<file path="src/rtl/dwt_analysis.sv">
// Single-level DWT analysis stage: 12-tap low/high-pass filter pair, decimated by 2, one time-shared MAC per branch.
// Define DWT_SAT_EN to saturate the output coefficients instead of wrapping them to pOUT_W bits.
module dwt_analysis #(
    parameter int pIDAT_W = 18,
    parameter int pCOEF_W = 18,
    parameter int pACC_W  = 40,
    parameter int pSHIFT  = 0,
    parameter int pOUT_W  = 40
) (
    input  logic                      iclk,
    input  logic                      irst,
    input  logic                      iclk_ena,
    input  logic                      iena,
    input  logic signed [pIDAT_W-1:0] idat,
    output logic signed [pOUT_W-1:0]  odat_l,
    output logic signed [pOUT_W-1:0]  odat_h,
    output logic                      oena,
    output logic                      oerr
);

    localparam int NTAP   = 12;
    localparam int PROD_W = pIDAT_W + pCOEF_W;
    localparam int WIDE_W = (pOUT_W > pACC_W) ? pOUT_W : pACC_W;

    localparam logic signed [pCOEF_W-1:0] C_L [NTAP] = '{
        -18'sd71, 18'sd313, 18'sd36, -18'sd2070, 18'sd1803, 18'sd6389,
        -18'sd8505, -18'sd14829, 18'sd20660, 18'sd49226, 18'sd32415, 18'sd7309};
    localparam logic signed [pCOEF_W-1:0] C_H [NTAP] = '{
        -18'sd7310, 18'sd32415, -18'sd49227, 18'sd20660, 18'sd14828, -18'sd8505,
        -18'sd6390, 18'sd1803, 18'sd2069, 18'sd36, -18'sd314, -18'sd71};

`ifdef DWT_SAT_EN
    localparam logic signed [WIDE_W-1:0] SAT_MAX =
        signed'({{(WIDE_W-pOUT_W+1){1'b0}}, {(pOUT_W-1){1'b1}}});
    localparam logic signed [WIDE_W-1:0] SAT_MIN =
        signed'({{(WIDE_W-pOUT_W+1){1'b1}}, {(pOUT_W-1){1'b0}}});
`endif

    typedef enum logic [1:0] {S_IDLE, S_MAC, S_DONE} state_t;

    state_t                      state_q, state_d;
    logic [3:0]                  k_q, k_d;
    logic                        phase_q, phase_d;
    logic signed [pIDAT_W-1:0]   d_q [NTAP];
    logic signed [pIDAT_W-1:0]   d_d [NTAP];
    logic signed [pIDAT_W-1:0]   snap_q [NTAP];
    logic signed [pIDAT_W-1:0]   snap_d [NTAP];
    logic signed [pACC_W-1:0]    acc_l_q, acc_l_d, acc_h_q, acc_h_d;
    logic signed [pOUT_W-1:0]    odat_l_q, odat_l_d, odat_h_q, odat_h_d;
    logic                        oena_q, oena_d;
    logic                        oerr_q, oerr_d;

    logic                        accept, launch;
    logic signed [PROD_W-1:0]    prod_l, prod_h;
    logic signed [pACC_W-1:0]    shift_l, shift_h;
    logic signed [WIDE_W-1:0]    wide_l, wide_h;

    // Final width reduction: clamp or two's-complement wrap depending on build.
    function automatic logic signed [pOUT_W-1:0] reduce(input logic signed [WIDE_W-1:0] v);
`ifdef DWT_SAT_EN
        if (v > SAT_MAX)
            return SAT_MAX[pOUT_W-1:0];
        else if (v < SAT_MIN)
            return SAT_MIN[pOUT_W-1:0];
        else
            return v[pOUT_W-1:0];
`else
        return v[pOUT_W-1:0];
`endif
    endfunction

    assign accept  = iclk_ena & iena;
    assign launch  = accept & phase_q;
    assign prod_l  = PROD_W'(C_L[k_q]) * PROD_W'(snap_q[k_q]);
    assign prod_h  = PROD_W'(C_H[k_q]) * PROD_W'(snap_q[k_q]);
    assign shift_l = acc_l_q >>> pSHIFT;
    assign shift_h = acc_h_q >>> pSHIFT;
    assign wide_l  = WIDE_W'(shift_l);
    assign wide_h  = WIDE_W'(shift_h);

    always_comb begin
        state_d  = state_q;
        k_d      = k_q;
        phase_d  = phase_q;
        d_d      = d_q;
        snap_d   = snap_q;
        acc_l_d  = acc_l_q;
        acc_h_d  = acc_h_q;
        odat_l_d = odat_l_q;
        odat_h_d = odat_h_q;
        oena_d   = 1'b0;
        oerr_d   = oerr_q;

        // The delay line advances regardless of what the MAC is doing.
        if (accept) begin
            for (int i = NTAP - 1; i > 0; i--)
                d_d[i] = d_q[i-1];
            d_d[0]  = idat;
            phase_d = ~phase_q;
        end

        if (launch && (state_q != S_IDLE))
            oerr_d = 1'b1;

        case (state_q)
            S_IDLE: begin
                if (launch) begin
                    snap_d  = d_d;
                    state_d = S_MAC;
                    k_d     = 4'd0;
                    acc_l_d = '0;
                    acc_h_d = '0;
                end
            end
            S_MAC: begin
                acc_l_d = acc_l_q + pACC_W'(prod_l);
                acc_h_d = acc_h_q + pACC_W'(prod_h);
                if (k_q == 4'(NTAP - 1))
                    state_d = S_DONE;
                else
                    k_d = k_q + 4'd1;
            end
            S_DONE: begin
                odat_l_d = reduce(wide_l);
                odat_h_d = reduce(wide_h);
                oena_d   = 1'b1;
                state_d  = S_IDLE;
            end
            default: state_d = S_IDLE;
        endcase
    end

    always_ff @(posedge iclk) begin
        if (irst) begin
            state_q  <= S_IDLE;
            k_q      <= '0;
            phase_q  <= 1'b0;
            d_q      <= '{default: '0};
            snap_q   <= '{default: '0};
            acc_l_q  <= '0;
            acc_h_q  <= '0;
            odat_l_q <= '0;
            odat_h_q <= '0;
            oena_q   <= 1'b0;
            oerr_q   <= 1'b0;
        end else begin
            state_q  <= state_d;
            k_q      <= k_d;
            phase_q  <= phase_d;
            d_q      <= d_d;
            snap_q   <= snap_d;
            acc_l_q  <= acc_l_d;
            acc_h_q  <= acc_h_d;
            odat_l_q <= odat_l_d;
            odat_h_q <= odat_h_d;
            oena_q   <= oena_d;
            oerr_q   <= oerr_d;
        end
    end

    assign odat_l = odat_l_q;
    assign odat_h = odat_h_q;
    assign oena   = oena_q;
    assign oerr   = oerr_q;

endmodule

</file>
<file path="config.mk">
export PLATFORM = sky130hd
export DESIGN_NAME = dwt_analysis
export DESIGN_NICKNAME = d
export VERILOG_FILES = /design/src/rtl/dwt_analysis.sv
export SDC_FILE = /design/constraint.sdc
export NUM_CORES = 2
export LEC_CHECK = 0
export CORE_ASPECT_RATIO = 0.8
export CORE_UTILIZATION = 55
export CTS_BUF_LIST = sky130_fd_sc_hd__clkbuf_8 sky130_fd_sc_hd__clkbuf_16
export CTS_CLUSTER_SIZE = 8
export DETAILED_ROUTE_END_ITERATION = 10
export PLACE_DENSITY = 0.84
export SETUP_SLACK_MARGIN = 0.1
export SLEW_MARGIN = 0
export SYNTH_ARGS = -nofsm -noshare
export SYNTH_HDL_FRONTEND = slang
export SYNTH_SLANG_ARGS = --single-unit
</file>
<file path="constraint.sdc">
create_clock -name iclk -period 22.2 [get_ports iclk]
set_input_delay 4.44 -clock iclk [delete_from_list [all_inputs] [get_ports iclk]]
set_output_delay 4.44 -clock iclk [all_outputs]
set_load 0.02 [all_outputs]
</file>
==> flow_metrics.py <==
metrics = {
    "timing": {
        "period_needed_ns": 9.65,
        "timing.final.crit_share_pct": 43.5,
        "finalClockSkew_ns": 0.0701,
        "fmax_mhz": 104,
        "finalHoldViolCount": 0,
        "max_slew_margin_pct": 4.21,
        "tightest_slew_ns": 1.42,
        "grt_setup_unrepaired": "no",
        "drv_slew": 0,
        "setup-tns-final_ns": 0,
        "setup_viol": 0,
    },
    "run_status": {
        "outcome": "finished, final reports clean",
    },
    "clocking": {
        "clk-insertion-delay-late_ns": 0.67,
        "clk_pin_slew_ns": 0.05,
        "cts_sinks": 601,
        "hold_buffers": 0,
        "cts-root-buf": "clkbuf_16",
        "cts_setup_buffers": 0,
        "cts_tree": "built",
        "cts_resized": 0,
        "ctsLongestPathBuffers": 3,
        "htreeDepth": 3,
        "cts_buffers": 86,
    },
    "die": {
        "die_w_um": 334,
        "die_h_um": 267,
        "rows": 96,
        "core_area_sq_mm": 0.0865,
        "design.die.area_sq_mm": 0.0892,
        "start_util_pct": 55.9,
        "pin_count": 104,
    },
    "job": {
        "maxCapViolations": 0,
    },
    "drt": {
        "route.met3.wl_um": 15500,
        "via_per_inst": 5.78,
        "drt_wl_total_um": 128000,
        "dr.max_layer_used": "met4",
        "met2_wirelength_um": 56000,
        "routedWlPerCell_um": 20.0,
        "routed-via-count": 37000,
        "drtIter0Drc": 3653,
        "ant_nets": 0,
        "drc_errors": 0,
        "drtPass1Iterations": 6,
        "wl_met1_um": 51900,
    },
    "final_layout": {
        "multi_input_area_sq_mm": 0.0320,
        "seq_area_sq_mm": 0.0120,
        "area_growth_pct": 8.65,
        "drive_above_1_share_pct": 4.71,
        "fillers": 6871,
        "diodes": 0,
        "nets": 6272,
    },
    "synth": {
        "async_reset_ff_share_pct": 0,
        "ys.warnings.count": 0,
        "ys.flop_type": "dfxtp_1",
        "syn_nets": 6315,
        "ys_seq_area_share_pct": 24.9,
        "synth-seq-cells": 601,
        "synth_edf_count": 0,
        "synthesis.instances": 5301,
        "syn_avg_cell_area_sq_um": 9.13,
        "syn_area_sq_mm": 0.0484,
        "synth_cell_types": 74,
    },
    "min_path": {
        "hold_class": "flip-flop to flip-flop",
        "hold-path-cell-count": 2,
        "worstHoldStart": "odat_h[12]",
    },
    "worst_setup_path": {
        "worstPathMaxFanout": 45,
        "reg2reg_depth": 26,
        "start_kind": "flip-flop",
        "path_class": "flip-flop to flip-flop",
        "r2r_start": "k_q[1]",
        "path_common_cell": "fa_1",
        "end_kind": "flip-flop",
        "slowest_delay_ns": 0.87,
        "arrival_ns": 10.21,
        "cp_slowest_cell": "o22a_1",
        "startpoint": "k_q[1]",
        "required_ns": 22.77,
    },
    "grt": {
        "grt_pass1_wl_um": 208000,
        "grt-ovfl-total": 0,
        "grtUsageTotal_pct": 29.4,
        "grt_pass1_vias": 38900,
        "antenna_found_initial": 2,
        "grt_max_degree": 175,
    },
    "place": {
        "numPortBuffers": 103,
        "dpl.hpwl_um": 92900,
        "gp_congestion": 0.977,
    },
    "power_and_ir_drop": {
        "p_leak_uw": 0.0253,
        "power_uw": 4120,
        "powerDensity_mw_per_mm2": 78.3,
        "ir_worst_vdd_mv": 0.0690,
    },
}
[worst paths after layout]
kind / to / slack, ns
setup / recovery: acc_h_q[38] / 12.55
hold / removal: odat_h[12] / 0.45
setup reg to reg: acc_h_q[38] / 12.55
hold reg to reg: odat_h[12] / 0.45
[flip-flops by register name, summed over array words and instances, names as in the netlist]
signal   cells
odat_h      40
snap_q     216
k_q          4
odat_l      40
oerr         1
d_q        216
acc_l_q     40
phase_q      1
state_q      2
acc_h_q     40
oena         1
[per-layer routing]
metal  vias to the layer above  global-route usage (%)
li1                      16500                       -
met1                     18200                    39.5
met2                      1930                    45.4
met3                       351                    9.51
met4                         0                    8.93
met5                         -                       0
[kinds of logic after synthesis]
logic type,after synthesis,synth area share (%)
adder cells (fa/ha/maj),992,37.2
AO/OA/AOI/OAI,892,12.2
buffers and inverters,1182,9.31
multiplexers,82,2.86
AND/OR/NAND/NOR,1478,12.2
flip-flops,601,24.9
XOR/XNOR,74,1.34
[through the flow]
stage / hold WS, ns / setup WS [ns] / instance area [sq um] / cells / utilization [%]
after floorplan: 0.432 / 13.49 / 48400 / 5301 / -
final: 0.450 / 12.55 / 52600 / 6394 / 60.8
after CTS: 0.453 / 12.59 / 52600 / 6394 / 60.8
after detailed placement: 0.446 / 12.60 / 50200 / 6297 / 58.1
after global routing: 0.469 / 12.08 / 52600 / 6394 / 60.8
after global placement: 0.443 / 12.82 / 50200 / 6297 / 58.1
[placed cells by master (no fill, tap or decap), types with 16 or more instances in the layout]
cell type | netlist | routed
clkbuf_16 | 0 | 86
a21o_1 | 31 | 31
ha_1 | 250 | 250
nor2_1 | 321 | 318
xnor2_1 | 53 | 53
o22a_1 | 226 | 226
o21a_1 | 20 | 20
mux2i_1 | 27 | 27
a21oi_1 | 405 | 402
mux4_2 | 44 | 44
nand3_1 | 42 | 42
and2_1 | 35 | 34
dfxtp_1 | 601 | 597
clkdlybuf4s50_1 | 0 | 102
nand2_1 | 987 | 986
xor2_1 | 21 | 21
buf_4 | 3 | 48
o21ai_1 | 16 | 16
o21ai_0 | 67 | 67
nand2b_1 | 26 | 25
fa_1 | 742 | 742
nor2b_1 | 18 | 16
inv_1 | 897 | 899
[critical path, delay by kind of cell (launching register included)]
kind | cells | cell delay (ns)
buffers and inverters | 5 | 1.07
and+or+nand+nor | 1 | 0.40
muxes | 2 | 0.79
adders and majority gates | 8 | 3.78
xor gates and xnor gates | 1 | 0.13
AOI/OAI and AO/OA | 9 | 2.63
DFF | 1 | 0.71
[synthesized netlist by cell type (11+ instances only)]
| cell type | instances | area [sq um] |
|---|---|---|
| a211oi_1 | 13 | 97.6 |
| a21o_1 | 31 | 233 |
| a21oi_1 | 405 | 2030 |
| a22o_1 | 15 | 131 |
| a31oi_1 | 15 | 93.8 |
| and2_1 | 35 | 219 |
| buf_1 | 30 | 113 |
| buf_2 | 39 | 195 |
| clkbuf_1 | 209 | 785 |
| dfxtp_1 | 601 | 12000 |
| fa_1 | 742 | 14900 |
| ha_1 | 250 | 3130 |
| inv_1 | 897 | 3370 |
| mux2_2 | 11 | 124 |
| mux2i_1 | 27 | 270 |
| mux4_2 | 44 | 991 |
| nand2_1 | 987 | 3700 |
| nand2b_1 | 26 | 163 |
| nand3_1 | 42 | 210 |
| nor2_1 | 321 | 1200 |
| nor2b_1 | 18 | 113 |
| o21a_1 | 20 | 150 |
| o21ai_0 | 67 | 335 |
| o21ai_1 | 16 | 80.1 |
| o22a_1 | 226 | 1980 |
| o22ai_1 | 14 | 87.6 |
| xnor2_1 | 53 | 464 |
| xor2_1 | 21 | 184 |
[power breakdown]
part / internal [uW] / leakage [uW] / switching [uW] / total, uW
combinational: 728 / 0.0193 / 1090 / 1810
sequential: 1110 / 0.00486 / 18.9 / 1130
clock: 709 / 0.00116 / 466 / 1180
total: 2540 / 0.0253 / 1570 / 4120
[cell type report]
class,instances,area share [%]
clock buffers,86,4.09
clock inverters,11,0.397
inverters,899,6.42
multi-input cells,3518,60.8
flip-flops and latches,601,22.9
well taps,1127,2.68
repair buffers,152,2.69
Note: power is estimated with default switching activity, not from simulation.
